### config.mk
export PLATFORM = sky130hd
export DESIGN_NAME = fir_ys_fifo
export DESIGN_NICKNAME = d
export VERILOG_FILES = /design/src/rtl/fir_ys_fifo.sv
export SDC_FILE = /design/constraint.sdc
export NUM_CORES = 1
export LEC_CHECK = 0
export BUFFER_PORTS_ARGS = -buffer_cell sky130_fd_sc_hd__buf_4
export CAP_MARGIN = 25
export CORE_MARGIN = 2
export CORE_UTILIZATION = 55
export DETAILED_ROUTE_END_ITERATION = 7
export GPL_ROUTABILITY_DRIVEN = 0
export HOLD_SLACK_MARGIN = 0.06
export PLACE_DENSITY = 0.78
export SKIP_CTS_REPAIR_TIMING = 1
export SYNTH_ARGS = -nofsm -noshare
export SYNTH_HDL_FRONTEND = slang
export SYNTH_SLANG_ARGS = --single-unit
### constraint.sdc
create_clock -name axis_clk -period 5.2 [get_ports axis_clk]
set_clock_uncertainty 0.1 [all_clocks]
set_input_delay 1.04 -clock axis_clk [delete_from_list [all_inputs] [get_ports axis_clk]]
set_output_delay 1.04 -clock axis_clk [all_outputs]
set_load 0.02 [all_outputs]
### src/rtl/fir_ys_fifo.sv
// fir_ys_fifo
// Output-side buffer for the FIR y[n] stream. A first-word-fall-through FIFO
// holds y samples together with their tlast flag. It decouples the FIR from
// back-pressure on the consumer side. Each frame's sample count is checked
// against cfg_length.
//
// Ports
//   axis_clk, axis_rst_n         clock, asynchronous active-low reset
//   s_tvalid/s_tdata/s_tlast     y sample stream from the FIR master
//   s_tready                     FIFO not full
//   m_tvalid/m_tdata/m_tlast     buffered stream to the consumer
//   m_tready                     consumer ready
//   cfg_length                   expected samples per frame (0 = no check)
//   err_clr                      clears len_err
//   level                        occupancy, 0..depth
//   frame_done                   one-cycle pulse after a tlast sample is accepted
//   len_err                      sticky frame-length mismatch
module fir_ys_fifo #(
  parameter int pDATA_WIDTH = 32,
  parameter int pDEPTH_LOG2 = 4
) (
  input  logic                   axis_clk,
  input  logic                   axis_rst_n,
  input  logic                   s_tvalid,
  input  logic [pDATA_WIDTH-1:0] s_tdata,
  input  logic                   s_tlast,
  output logic                   s_tready,
  output logic                   m_tvalid,
  output logic [pDATA_WIDTH-1:0] m_tdata,
  output logic                   m_tlast,
  input  logic                   m_tready,
  input  logic [31:0]            cfg_length,
  input  logic                   err_clr,
  output logic [pDEPTH_LOG2:0]   level,
  output logic                   frame_done,
  output logic                   len_err
);

  localparam int DEPTH = 1 << pDEPTH_LOG2;

  // Each entry is {last, data}. The array is not reset, because only
  // entries between rd_ptr and wr_ptr are ever observed.
  logic [pDATA_WIDTH:0]   mem [DEPTH];
  logic [pDEPTH_LOG2:0]   wr_ptr;
  logic [pDEPTH_LOG2:0]   rd_ptr;
  logic [pDATA_WIDTH:0]   rd_entry;
  logic                   empty;
  logic                   full;
  logic                   push;
  logic                   pop;

  logic [31:0]            frm_cnt;
  logic [31:0]            frm_next;
  logic                   err_now;

  // The extra pointer MSB tells full from empty when the index bits match.
  assign empty = (wr_ptr == rd_ptr);
  assign full  = (wr_ptr[pDEPTH_LOG2-1:0] == rd_ptr[pDEPTH_LOG2-1:0]) &&
                 (wr_ptr[pDEPTH_LOG2] != rd_ptr[pDEPTH_LOG2]);
  assign level = wr_ptr - rd_ptr;

  // s_tready ignores m_tready. A full FIFO therefore never takes a sample
  // in the same cycle that it pops one.
  assign s_tready = ~full;
  assign m_tvalid = ~empty;
  assign push     = s_tvalid & s_tready;
  assign pop      = m_tvalid & m_tready;

  assign rd_entry = mem[rd_ptr[pDEPTH_LOG2-1:0]];
  assign m_tdata  = empty ? '0   : rd_entry[pDATA_WIDTH-1:0];
  assign m_tlast  = empty ? 1'b0 : rd_entry[pDATA_WIDTH];

  // Length check: a tlast push must complete exactly cfg_length samples.
  // A non-tlast push must not reach cfg_length.
  assign frm_next = frm_cnt + 32'd1;
  assign err_now  = push && (cfg_length != 32'd0) &&
                    (s_tlast ? (frm_next != cfg_length) : (frm_next == cfg_length));

  // ---- stage p0 -> p1: storage write and pointer update ----
  always_ff @(posedge axis_clk) begin
    if (push) begin
      mem[wr_ptr[pDEPTH_LOG2-1:0]] <= {s_tlast, s_tdata};
    end
  end

  always_ff @(posedge axis_clk or negedge axis_rst_n) begin
    if (!axis_rst_n) begin
      wr_ptr <= '0;
      rd_ptr <= '0;
    end else begin
      if (push) wr_ptr <= wr_ptr + 1'b1;
      if (pop)  rd_ptr <= rd_ptr + 1'b1;
    end
  end

  // ---- stage p0 -> p1: frame accounting and status ----
  always_ff @(posedge axis_clk or negedge axis_rst_n) begin
    if (!axis_rst_n) begin
      frm_cnt    <= '0;
      frame_done <= 1'b0;
      len_err    <= 1'b0;
    end else begin
      frame_done <= push & s_tlast;
      if (push) begin
        frm_cnt <= s_tlast ? 32'd0 : frm_next;
      end
      // A new error takes priority over a simultaneous clear.
      if (err_now) begin
        len_err <= 1'b1;
      end else if (err_clr) begin
        len_err <= 1'b0;
      end
    end
  end

endmodule

Yosys cells after proc, flatten, opt, wreduce, memory -nomap -nowiden. Memories as Yosys holds them, arrays and structs flattened. Index checks and enable logic that the tools add are counted.

$add $sub $neg: 4. Equality and inequality tests: 5. Multiplexer cells: 8. Bitwise operators: 5. Reductions and logical operators: 5.

Operators by type and width (number): $mux W32 (2); $add A32 B1 Y32 const B (1); $eq A32 B32 Y1 (1); $ne A32 B32 Y1 (1); $reduce_bool A32 Y1 (1); $add A5 B1 Y5 const B (2); $mux W1 (6); $eq A5 B5 Y1 (1); $sub A5 B5 Y5 (1); $eq A4 B4 Y1 (1); $and A1 B1 Y1 (3); $logic_and A1 B1 Y1 (3); $not A1 Y1 (2); $reduce_bool A2 Y1 (1); $ne A1 B1 Y1 (1).

Register bits: 44. Bits in writable memories: 528. Bits of input ports: 70. Output and inout port bits: 42. Logic and storage cells: 33. Memories: 1.

Memories: mem (depth 16, bits a word 33, read ports 1, clocked after memory_dff 0, wr ports 1, RTL line 43) `logic [pDATA_WIDTH:0] mem [DEPTH];`.

Logic depth before layout (Yosys ltp). Gate-level depths: netlist (run 1).

Depth in word-level cells: 7. Gate-level depth with buffers: 13. Depth with buffers taken out: 9.

Least setup slack after synthesis (run 1). OpenSTA, ideal clock, no wires.

Kind: reg2reg. Start point: register rd_ptr[1]. End point: memory mem[1][0] (netlist bit), enable pin. Library setup time: 0.464 ns. Data arrival time: 5.121 ns. Required time: 4.636 ns. Slack: -0.485 ns. Stages on the path, launching flop included: 13. Buffers on the path: 5. Cells stage by stage: dfrtp_1 -> clkbuf_1 -> clkbuf_1 -> clkbuf_1 -> inv_1 -> ha_1 -> and4_1 -> nand2_1 -> and2_1 -> clkbuf_1 -> clkbuf_1 -> nand2_1 -> nor3_1.

Longest elaborated chain between the ends: 6.

RTL lines: from (decl) (RTL line 45) `logic [pDEPTH_LOG2:0] rd_ptr;`; from (signal assigned) (RTL line 92) `if (pop) rd_ptr <= rd_ptr + 1'b1;`; $eq A4 B4 Y1 (RTL line 58) `assign full = (wr_ptr[pDEPTH_LOG2-1:0] == rd_ptr[pDEPTH_LOG2-1:0]) &&`; $logic_and A1 B1 Y1 (RTL line 58); $not A1 Y1 (RTL line 64) `assign s_tready = ~full;`; via s_tready (RTL line 27) `output logic s_tready,`; $and A1 B1 Y1 (RTL line 66) `assign push = s_tvalid & s_tready;`; $mux W1 (RTL line 81) `if (push) begin`; $mux W1 (implied by the code) (RTL line 82) `mem[wr_ptr[pDEPTH_LOG2-1:0]] <= {s_tlast, s_tdata};`; to (decl) (RTL line 43).

The timed path passes the listed nets, and every way through them passes these cells.

Worst setup path in the final report (run 1).
Start point: register rd_ptr[0]. End point: output port m_tdata[18].

Longest elaborated chain between the ends: 2. Elaborated cells between the ends (all ways): 3. Those cells by class: 1 x eq/ne; 1 x mux; 1 x memory.

RTL lines: $mem_v2 Z16 W33 / $eq A5 B5 Y1 (equally long branches); $mux W32 * (RTL line 70) `assign m_tdata = empty ? '0 : rd_entry[pDATA_WIDTH-1:0];`; to (decl) (RTL line 29) `output logic [pDATA_WIDTH-1:0] m_tdata,`.

Mark *: on every way between the ends. The rest lies on a longest branch, timed or not.

==> results of run 1 <==
## layout make-up
class	count	area, um2	share of cell area (%)
clock buffers	66	1460	5.33
repair buffers	144	1170	4.26
flip-flops and latches	572	17000	61.9
diodes	1	2.50	0.00913
multi-input cells	576	6530	23.8
well taps	585	732	2.67
inverters	17	63.8	0.233
clock inverters	39	489	1.78
## metal layers
layer  up-vias  global-route usage (%)
li1       5318                       -
met4         4                    7.50
met5         -                       0
met3        98                    4.64
met2       581                    41.4
met1      6380                    33.8
## worst max-delay path: stages, from the launching register on
cell,delay [ns]
dfrtp_4,0.86
buf_12,0.47
mux4_2,0.59
mux4_2,0.52
and2_1,0.19
buf_4,0.16
## report_power, final
part / switching (W) / total, W / internal (W)
Combinational: 0.00259 / 0.00495 / 0.00237
Sequential: 0.000306 / 0.00584 / 0.00554
Clock: 0.00173 / 0.00425 / 0.00252
## path summary, 6_finish.rpt
| path | from | endpoint |
|---|---|---|
| max in group asynchronous | axis_rst_n | rd_ptr[0]$_DFFE_PN0P_ |
| max | rd_ptr[0]$_DFFE_PN0P_ | m_tdata[18] |
| min in group axis_clk | wr_ptr[4]$_DFFE_PN0P_ | wr_ptr[4]$_DFFE_PN0P_ |
| min reg2reg | wr_ptr[4]$_DFFE_PN0P_ | wr_ptr[4]$_DFFE_PN0P_ |
| max reg2reg | rd_ptr[0]$_DFFE_PN0P_ | mem[9][8]$_DFFE_PP_ |
| min | axis_rst_n | frm_cnt[18]$_DFFE_PN0P_ |
## layout by cell type, fill, tap and decap left out, drive strengths merged, types with 6 or more instances in the layout
master,Yosys,layout
edfxtp,528,528
mux4,165,165
buf,33,144
clkbuf,42,66
nand2,55,55
dfrtp,44,44
xnor2,39,39
a21oi,35,35
and2,35,35
o21ai,32,32
nor3,31,31
nor2,31,31
inv,17,22
nand4,21,21
clkinv,0,19
xor2,16,16
nor4,16,16
nand3,15,15
ha,10,10
bufinv,0,10
and3,9,9
a21o,6,6
nand2b,6,6
## logic make-up after synthesis
family          Yosys count  share of synthesized area (%)
flops                   572                           71.4
fa+ha+maj                11                          0.611
buf+inv                  92                           1.69
mux                     174                           16.1
xor+xnor                 55                           2.06
simple gates            241                           5.79
compound gates           95                           2.40
## stage by stage
stage	hold WS [ns]	worst slack (ns)	power, W	area (um2)
after CTS	0.356	0.510	0.0152	27400
after global routing	0.378	0.421	0.0156	27400
after detailed placement	0.388	1.16	0.0109	25500
after global placement	0.376	1.22	0.0108	25500
final	0.351	0.596	0.0150	27400
after floorplan	0.361	0.410	0.00913	23800
## registers in the layout (all words and copies together), names as in the netlist
name and flops:
frame_done 1, frm_cnt 32, len_err 1, mem 528
rd_ptr 5, wr_ptr 5
==> out/results.ini, run 1 <==
[status]
status = finished clean

[timing]
maxSlewHeadroom_pct = 39.8
final_hold_viol_count = 0
period_minus_slack_ns = 4.60
fmax_mhz = 217
rsz0062_at_grt = no
worst_pin_slew_ns = 0.903
fin_setup_tns_ns = 0
slew_viol_final = 0
setup_viol = 0
finalCritPeriodShare_pct = 88.5

[die]
fp.dieW_um = 212
die_area_um2 = 44900
io-pin-count = 112
core-area_um2 = 42900
row_count = 76
die_h_um = 212
initial_core_util_pct = 55.4

[yosys]
synth-main-ff-cell = edfxtp_1
syn_avg_cell_area_um2 = 19.2
synth_area_um2 = 23800
synth_common_cells = edfxtp_1 (528), mux4_2 (165), nand2_1 (53)
synth_area_leaders = edfxtp_1 (67%), mux4_2 (16%), dfrtp_1 (4.6%)
synth-seq-area-share_pct = 71.4
async_flop_share_pct = 7.69
synthCells = 1240
yosys.area.top_type_share_pct = 66.8
synthDistinctLibCells = 62
synth_nets = 1321
yosysMostFrequentCell = edfxtp_1
synth_area_leader_cell = edfxtp_1
synth_edf_count = 528
synth-seq-cells = 572
yosysWarnings = 0

[critical_path]
worstSetupPathType = reg2out
arrival_ns = 3.46
reg2reg_depth = 7
cp-start-kind = register
cp_max_fo = 56
cp.required_ns = 4.06
critPathCaptureType = output port
rrSetupSlack_ns = 1.45

[placement]
place_inst = 1894
dp_hpwl_um = 29300
numPortBuffers = 111

[cells_and_area]
synthToLayoutAreaGrowth_pct = 15.4
drive_gt1_share_pct = 31.8
n_fill_cell = 2835
fin_nets = 1448
fin_cells = 2000
final_util_pct = 63.9

[grt]
grt_pass1_wl_um = 80200
grt_pass1_vias = 12700
grt_max_degree = 137
grt_overflow_total = 0
grt_usage_pct = 24.8
grt_antenna_before_repair = 2

[route]
wl_met3_um = 4480
num_vias = 12400
drt_wl_total_um = 53900
ant_nets = 0
wl_met2_um = 27400
firstDrtPassIters = 5
wl_met1_um = 20700
drtIter0Drc = 1288
routedWlPerCell_um = 26.9
drc = 0
viasPerCell = 6.19
highest_layer = met5

[clock_network]
cts-buffers-inserted = 56
insertion_delay_ns = 0.60
clockBufferDepth = 3
tritoncts = yes
cts_max_level = 2
path_clk_slew_ns = 0.06
cts-root-buf = clkbuf_16
numClockSinks = 572

[power_and_ir_drop]
leakagePower_nw = 8.99
power_density_nw_per_um2 = 549
vdd_ir_drop_max_mv = 0.545

[run]
cap_violations = 0

[hold_path]
hold_path_class = in2async

No activity file was read; power rests on OpenSTA's default activity.
==> run 2, diff against run 1 <==
--- a/config.mk
+++ b/config.mk
@@ -8,11 +8,11 @@
 export BUFFER_PORTS_ARGS = -buffer_cell sky130_fd_sc_hd__buf_4
 export CAP_MARGIN = 25
 export CORE_MARGIN = 2
-export CORE_UTILIZATION = 55
+export CORE_UTILIZATION = 64
 export DETAILED_ROUTE_END_ITERATION = 7
 export GPL_ROUTABILITY_DRIVEN = 0
 export HOLD_SLACK_MARGIN = 0.06
-export PLACE_DENSITY = 0.78
+export PLACE_DENSITY = 0.86
 export SKIP_CTS_REPAIR_TIMING = 1
 export SYNTH_ARGS = -nofsm -noshare
 export SYNTH_HDL_FRONTEND = slang
==> constraint.sdc (replaced) <==
create_clock -name axis_clk -period 5.75 [get_ports axis_clk]
set_clock_uncertainty 0.1 [all_clocks]
set_input_delay 1.15 -clock axis_clk [delete_from_list [all_inputs] [get_ports axis_clk]]
set_output_delay 1.15 -clock axis_clk [all_outputs]
set_load 0.02 [all_outputs]
==> out/results.ini, run 2 (synthesis results as in run 1) <==
[status]
status = finished clean

[die]
die_area_um2 = 38700
io-pin-count = 112
initial_core_util_pct = 64.9
row_count = 70
die_h_um = 197
fp.dieW_um = 197
core-area_um2 = 36600

[cells_and_area]
final_common_cell = edfxtp_1
fin_nets = 1440
largest_reg_flops = 528
synthToLayoutAreaGrowth_pct = 13.2
drive_gt1_share_pct = 30.7
fin_cells = 1867
final_util_pct = 73.4
mostFrequentLayoutCells = edfxtp_1 (528), mux4_2 (165), buf_4 (135), clkbuf_16 (55), nand2_1 (53)

[clock_network]
numClockSinks = 572
insertion_delay_ns = 0.61
path_clk_slew_ns = 0.07
cts_max_level = 2
clockBufferDepth = 3
cts-root-buf = clkbuf_16
tritoncts = yes
cts-buffers-inserted = 55

[critical_path]
r2r_end = mem[5][7]$_DFFE_PP_
cpMaxStageDelayCell = dfrtp_4
arrival_ns = 3.66
reg2reg_depth = 7
rrSetupSlack_ns = 1.54
cp-start-kind = register
path_depth = 5
crit_buf_inv = 2
critPathCaptureType = output port
crit_path_max_incr_delay_ns = 0.88
path_cells = buf_4 -> mux4_2 -> mux4_2 -> and2_1 -> buf_4
critPathTopFamily = multiplexers
worstSetupPathType = reg2out
cp.required_ns = 4.50
reg2reg_from = rd_ptr[0]$_DFFE_PN0P_
cp_max_fo = 34

[power_and_ir_drop]
vdd_ir_drop_max_mv = 0.445
power_density_nw_per_um2 = 495
seqPwrFrac_pct = 39.9
finalPower_w = 0.0133
p_int_w = 0.00906
sw_frac_of_total_pct = 31.8
clkPwrFrac_pct = 26.1
combinationalPowerShare_pct = 34.0
leakagePower_nw = 8.81
power_switching_w = 0.00423

[timing]
slew_viol_final = 0
fmax_mhz = 204
final_hold_viol_count = 0
rsz0062_at_grt = no
setup_viol = 0
period_minus_slack_ns = 4.91
maxSlewHeadroom_pct = 33.1
finalHoldWorstSlack_ns = 0.392
finalCritPeriodShare_pct = 85.4
fin_setup_tns_ns = 0
worst_pin_slew_ns = 1.00

[hold_path]
hold_path_class = reg2reg
min_to = wr_ptr[4]$_DFFE_PN0P_
min_from = wr_ptr[4]$_DFFE_PN0P_
hold_depth = 1

[grt]
grt_usage_pct = 30.8
grt_pass1_vias = 13000
grtUsageMet3_pct = 7.56
grt_pass1_wl_um = 84300
grt.busiest_layer = met2
met2_usage_pct = 50.4
grt_antenna_before_repair = 1
grt_max_degree = 137
grt_use_met1_pct = 40.5
grt_overflow_total = 0

[route]
num_vias = 12900
drt_wl_total_um = 57300
drc = 0
viasPerCell = 6.89
ant_nets = 0
firstDrtPassIters = 6
drtIter0Drc = 1449
routedWlPerCell_um = 30.7

[placement]
dp_hpwl_um = 29900
numPortBuffers = 111
place_inst = 1770

[run]
cap_violations = 0

## run 2: cell count changes in the layout (fill, tap and decap cells not counted)
cell	before	now
bufinv_16	10	4
clkbuf_8	0	1
clkinv_1	5	11
nor3_2	0	4
buf_12	7	2
clkinv_4	2	1
nor3_4	4	0
clkinvlp_4	5	3
inv_6	4	1
clkbuf_1	9	7
clkbuf_16	57	55
buf_4	137	135
## run 2: power groups by stage
stage / Sequential (W) / Clock, W / Combinational [W]
after floorplan: 0.00519 / 0 / 0.00306
after global placement: 0.00532 / 0 / 0.00435
after detailed placement: 0.00536 / 0 / 0.00447
after CTS: 0.00531 / 0.00351 / 0.00457
after global routing: 0.00534 / 0.00364 / 0.00475
final: 0.00530 / 0.00347 / 0.00452
## run 2: how the worst max path moves through the flow
| stage | to | slack [ns] | start |
|---|---|---|---|
| after floorplan | mem[1][0]$_DFFE_PP_ | 0.06 | rd_ptr[1]$_DFFE_PN0P_ |
| after global placement | m_tdata[5] | 1.46 | rd_ptr[0]$_DFFE_PN0P_ |
| after detailed placement | m_tdata[5] | 1.43 | rd_ptr[0]$_DFFE_PN0P_ |
| after CTS | m_tdata[5] | 0.75 | rd_ptr[0]$_DFFE_PN0P_ |
| after global routing | m_tdata[0] | 0.62 | rd_ptr[0]$_DFFE_PN0P_ |
| final | m_tdata[5] | 0.84 | rd_ptr[0]$_DFFE_PN0P_ |
## run 2: cell type report
class,count,area (um2)
multi-input cells,576,6510
clock inverters,33,282
repair buffers,137,1050
clock buffers,63,1420
fillers,2011,9740
inverters,17,63.8
diodes,1,2.50
well taps,468,586
flip-flops and latches,572,17000
## run 2: through the flow
step	area [um2]	worst slack (ns)
after floorplan	23800	0.0645
after global placement	25200	1.46
after detailed placement	25200	1.43
after CTS	26900	0.751
after global routing	26900	0.617
final	26900	0.838
## run 2: metal layers
| metal | up-vias | routed length [um] |
|---|---|---|
| met5 | - | 0 |
| met4 | 0 | 2460 |
| met3 | 159 | 5980 |
| met1 | 6554 | 20100 |
| li1 | 5282 | - |
| met2 | 875 | 28800 |
==> run 3, diff against run 2 <==
--- a/config.mk
+++ b/config.mk
@@ -8,11 +8,11 @@
 export BUFFER_PORTS_ARGS = -buffer_cell sky130_fd_sc_hd__buf_4
 export CAP_MARGIN = 25
 export CORE_MARGIN = 2
-export CORE_UTILIZATION = 64
+export CORE_UTILIZATION = 33
 export DETAILED_ROUTE_END_ITERATION = 7
 export GPL_ROUTABILITY_DRIVEN = 0
-export HOLD_SLACK_MARGIN = 0.06
-export PLACE_DENSITY = 0.86
+export HOLD_SLACK_MARGIN = 0.12
+export PLACE_DENSITY = 0.51
 export SKIP_CTS_REPAIR_TIMING = 1
 export SYNTH_ARGS = -nofsm -noshare
 export SYNTH_HDL_FRONTEND = slang
==> out/results.ini, run 3 (synthesis results as in run 1) <==
[run]
cap_violations = 0

[critical_path]
path_cells = buf_12 -> mux4_2 -> mux4_2 -> and2_1 -> buf_4
arrival_ns = 3.39
reg2reg_from = rd_ptr[0]$_DFFE_PN0P_
cp_max_fo = 33
cp.required_ns = 4.50
crit_path_start = rd_ptr[0]$_DFFE_PN0P_
cp-start-kind = register
rrSetupSlack_ns = 1.68
cpMaxStageDelayCell = dfrtp_4
r2r_end = mem[10][31]$_DFFE_PP_
critPathCaptureType = output port
crit_path_max_incr_delay_ns = 0.87
path_common_cell = mux4_2
worstSetupPathType = reg2out
reg2reg_depth = 8

[clock_network]
insertion_delay_ns = 0.61
numClockSinks = 572
cts_max_level = 2
clockBufferDepth = 3
path_clk_slew_ns = 0.05
tritoncts = yes
cts-buffers-inserted = 61
cts-root-buf = clkbuf_16

[route]
firstDrtPassIters = 5
routedWlPerCell_um = 24.1
drt_wl_total_um = 57100
viasPerCell = 5.08
drtIter0Drc = 1056
num_vias = 12000
drc = 0
ant_nets = 0

[status]
status = finished clean

[die]
initial_core_util_pct = 33.3
fp.dieW_um = 272
io-pin-count = 112
row_count = 98
die_area_um2 = 74100
core-area_um2 = 71400
die_h_um = 272

[power_and_ir_drop]
vdd_ir_drop_max_mv = 0.314
power_density_nw_per_um2 = 487
leakagePower_nw = 8.97
finalPower_w = 0.0136

[cells_and_area]
antennaDiodeCount = 0
final_common_cell = edfxtp_1
synthToLayoutAreaGrowth_pct = 17.3
drive_gt1_share_pct = 31.3
largest_reg_flops = 528
mostFrequentLayoutCells = edfxtp_1 (528), mux4_2 (165), buf_4 (134), clkbuf_16 (62), nand2_1 (53)
fin_cells = 2373
fin_nets = 1452
n_fill_cell = 6486

[hold_path]
hold_depth = 1
min_from = rd_ptr[4]$_DFFE_PN0P_
min_to = rd_ptr[4]$_DFFE_PN0P_
hold_path_class = reg2reg

[placement]
place_inst = 2257
dp_hpwl_um = 32000
numPortBuffers = 111

[timing]
fin_setup_tns_ns = 0
rsz0062_at_grt = no
worst_pin_slew_ns = 0.962
final_hold_viol_count = 0
finalCritPeriodShare_pct = 80.8
maxSlewHeadroom_pct = 35.8
finalHoldWorstSlack_ns = 0.389
setup_viol = 0
slew_viol_final = 0
fmax_mhz = 215
period_minus_slack_ns = 4.64

[grt]
grt_max_degree = 85
grt_antenna_before_repair = 3
grt_usage_pct = 15.6
grt_pass1_wl_um = 84900
grt_pass1_vias = 12500
grt_overflow_total = 0

[run 3: cell types whose count changed in the layout (fill, tap and decap cells not counted), sizes merged]
| cell | before | now |
|---|---|---|
| inv | 19 | 17 |
| diode | 1 | 0 |
| bufinv | 4 | 3 |
| clkinvlp | 3 | 5 |
| buf | 137 | 143 |
| clkinv | 24 | 30 |
| clkbuf | 63 | 77 |
[run 3: routing by layer]
| layer | up-vias | track usage, % | wire, um |
|---|---|---|---|
| met2 | 264 | 25.8 | 28300 |
| met5 | - | 0 | 26 |
| met3 | 77 | 2.55 | 2420 |
| met1 | 6370 | 21.5 | 25200 |
| met4 | 4 | 3.82 | 1200 |
| li1 | 5332 | - | - |
[run 3: worst max-delay path by stage]
stage               cells after the start                    end  slack (ns)
floorplan                              12    mem[1][0]$_DFFE_PP_        0.06
global placement                        8  mem[10][12]$_DFFE_PP_        1.56
detailed placement                      8   mem[10][7]$_DFFE_PP_        1.56
CTS                                     5             m_tdata[5]        0.98
global route                            5             m_tdata[5]        0.92
finish                                  5            m_tdata[29]        1.11
[run 3: final cells by class]
cell class                 instances  area, um2  area share [%]
clock inverter                    38        324            1.16
timing repair buffer             143       1190            4.29
sequential                       572      17000            60.9
inverter                          17       63.8           0.229
multi-input combinational        576       6510            23.4
clock buffer                      77       1610            5.77
tap                              950       1190            4.27
[run 3: critical path, delay by kind of cell (launching register included)]
kind / cells / cell delay (ns)
mux: 2 / 1.10
flops: 1 / 0.87
buf+inv: 2 / 0.51
simple gates: 1 / 0.21
[run 3: power breakdown]
part | switching (W) | leakage, nW | internal [W]
registers | 0.000300 | 5.35 | 0.00501
clock network | 0.00162 | 0.930 | 0.00212
logic | 0.00235 | 2.68 | 0.00216
total | 0.00428 | 8.97 | 0.00929
[run 3: through the flow]
| stage | instance area (um2) | worst slack [ns] | utilization [%] |
|---|---|---|---|
| 2_1_floorplan | 23800 | 0.0645 | - |
| 3_3_place_gp | 25900 | 1.56 | 36.3 |
| 3_5_place_dp | 25900 | 1.56 | 36.3 |
| 4_1_cts | 27800 | 0.982 | 39.0 |
| 5_1_grt | 27800 | 0.924 | 39.0 |
| 6_report | 27800 | 1.11 | 39.0 |
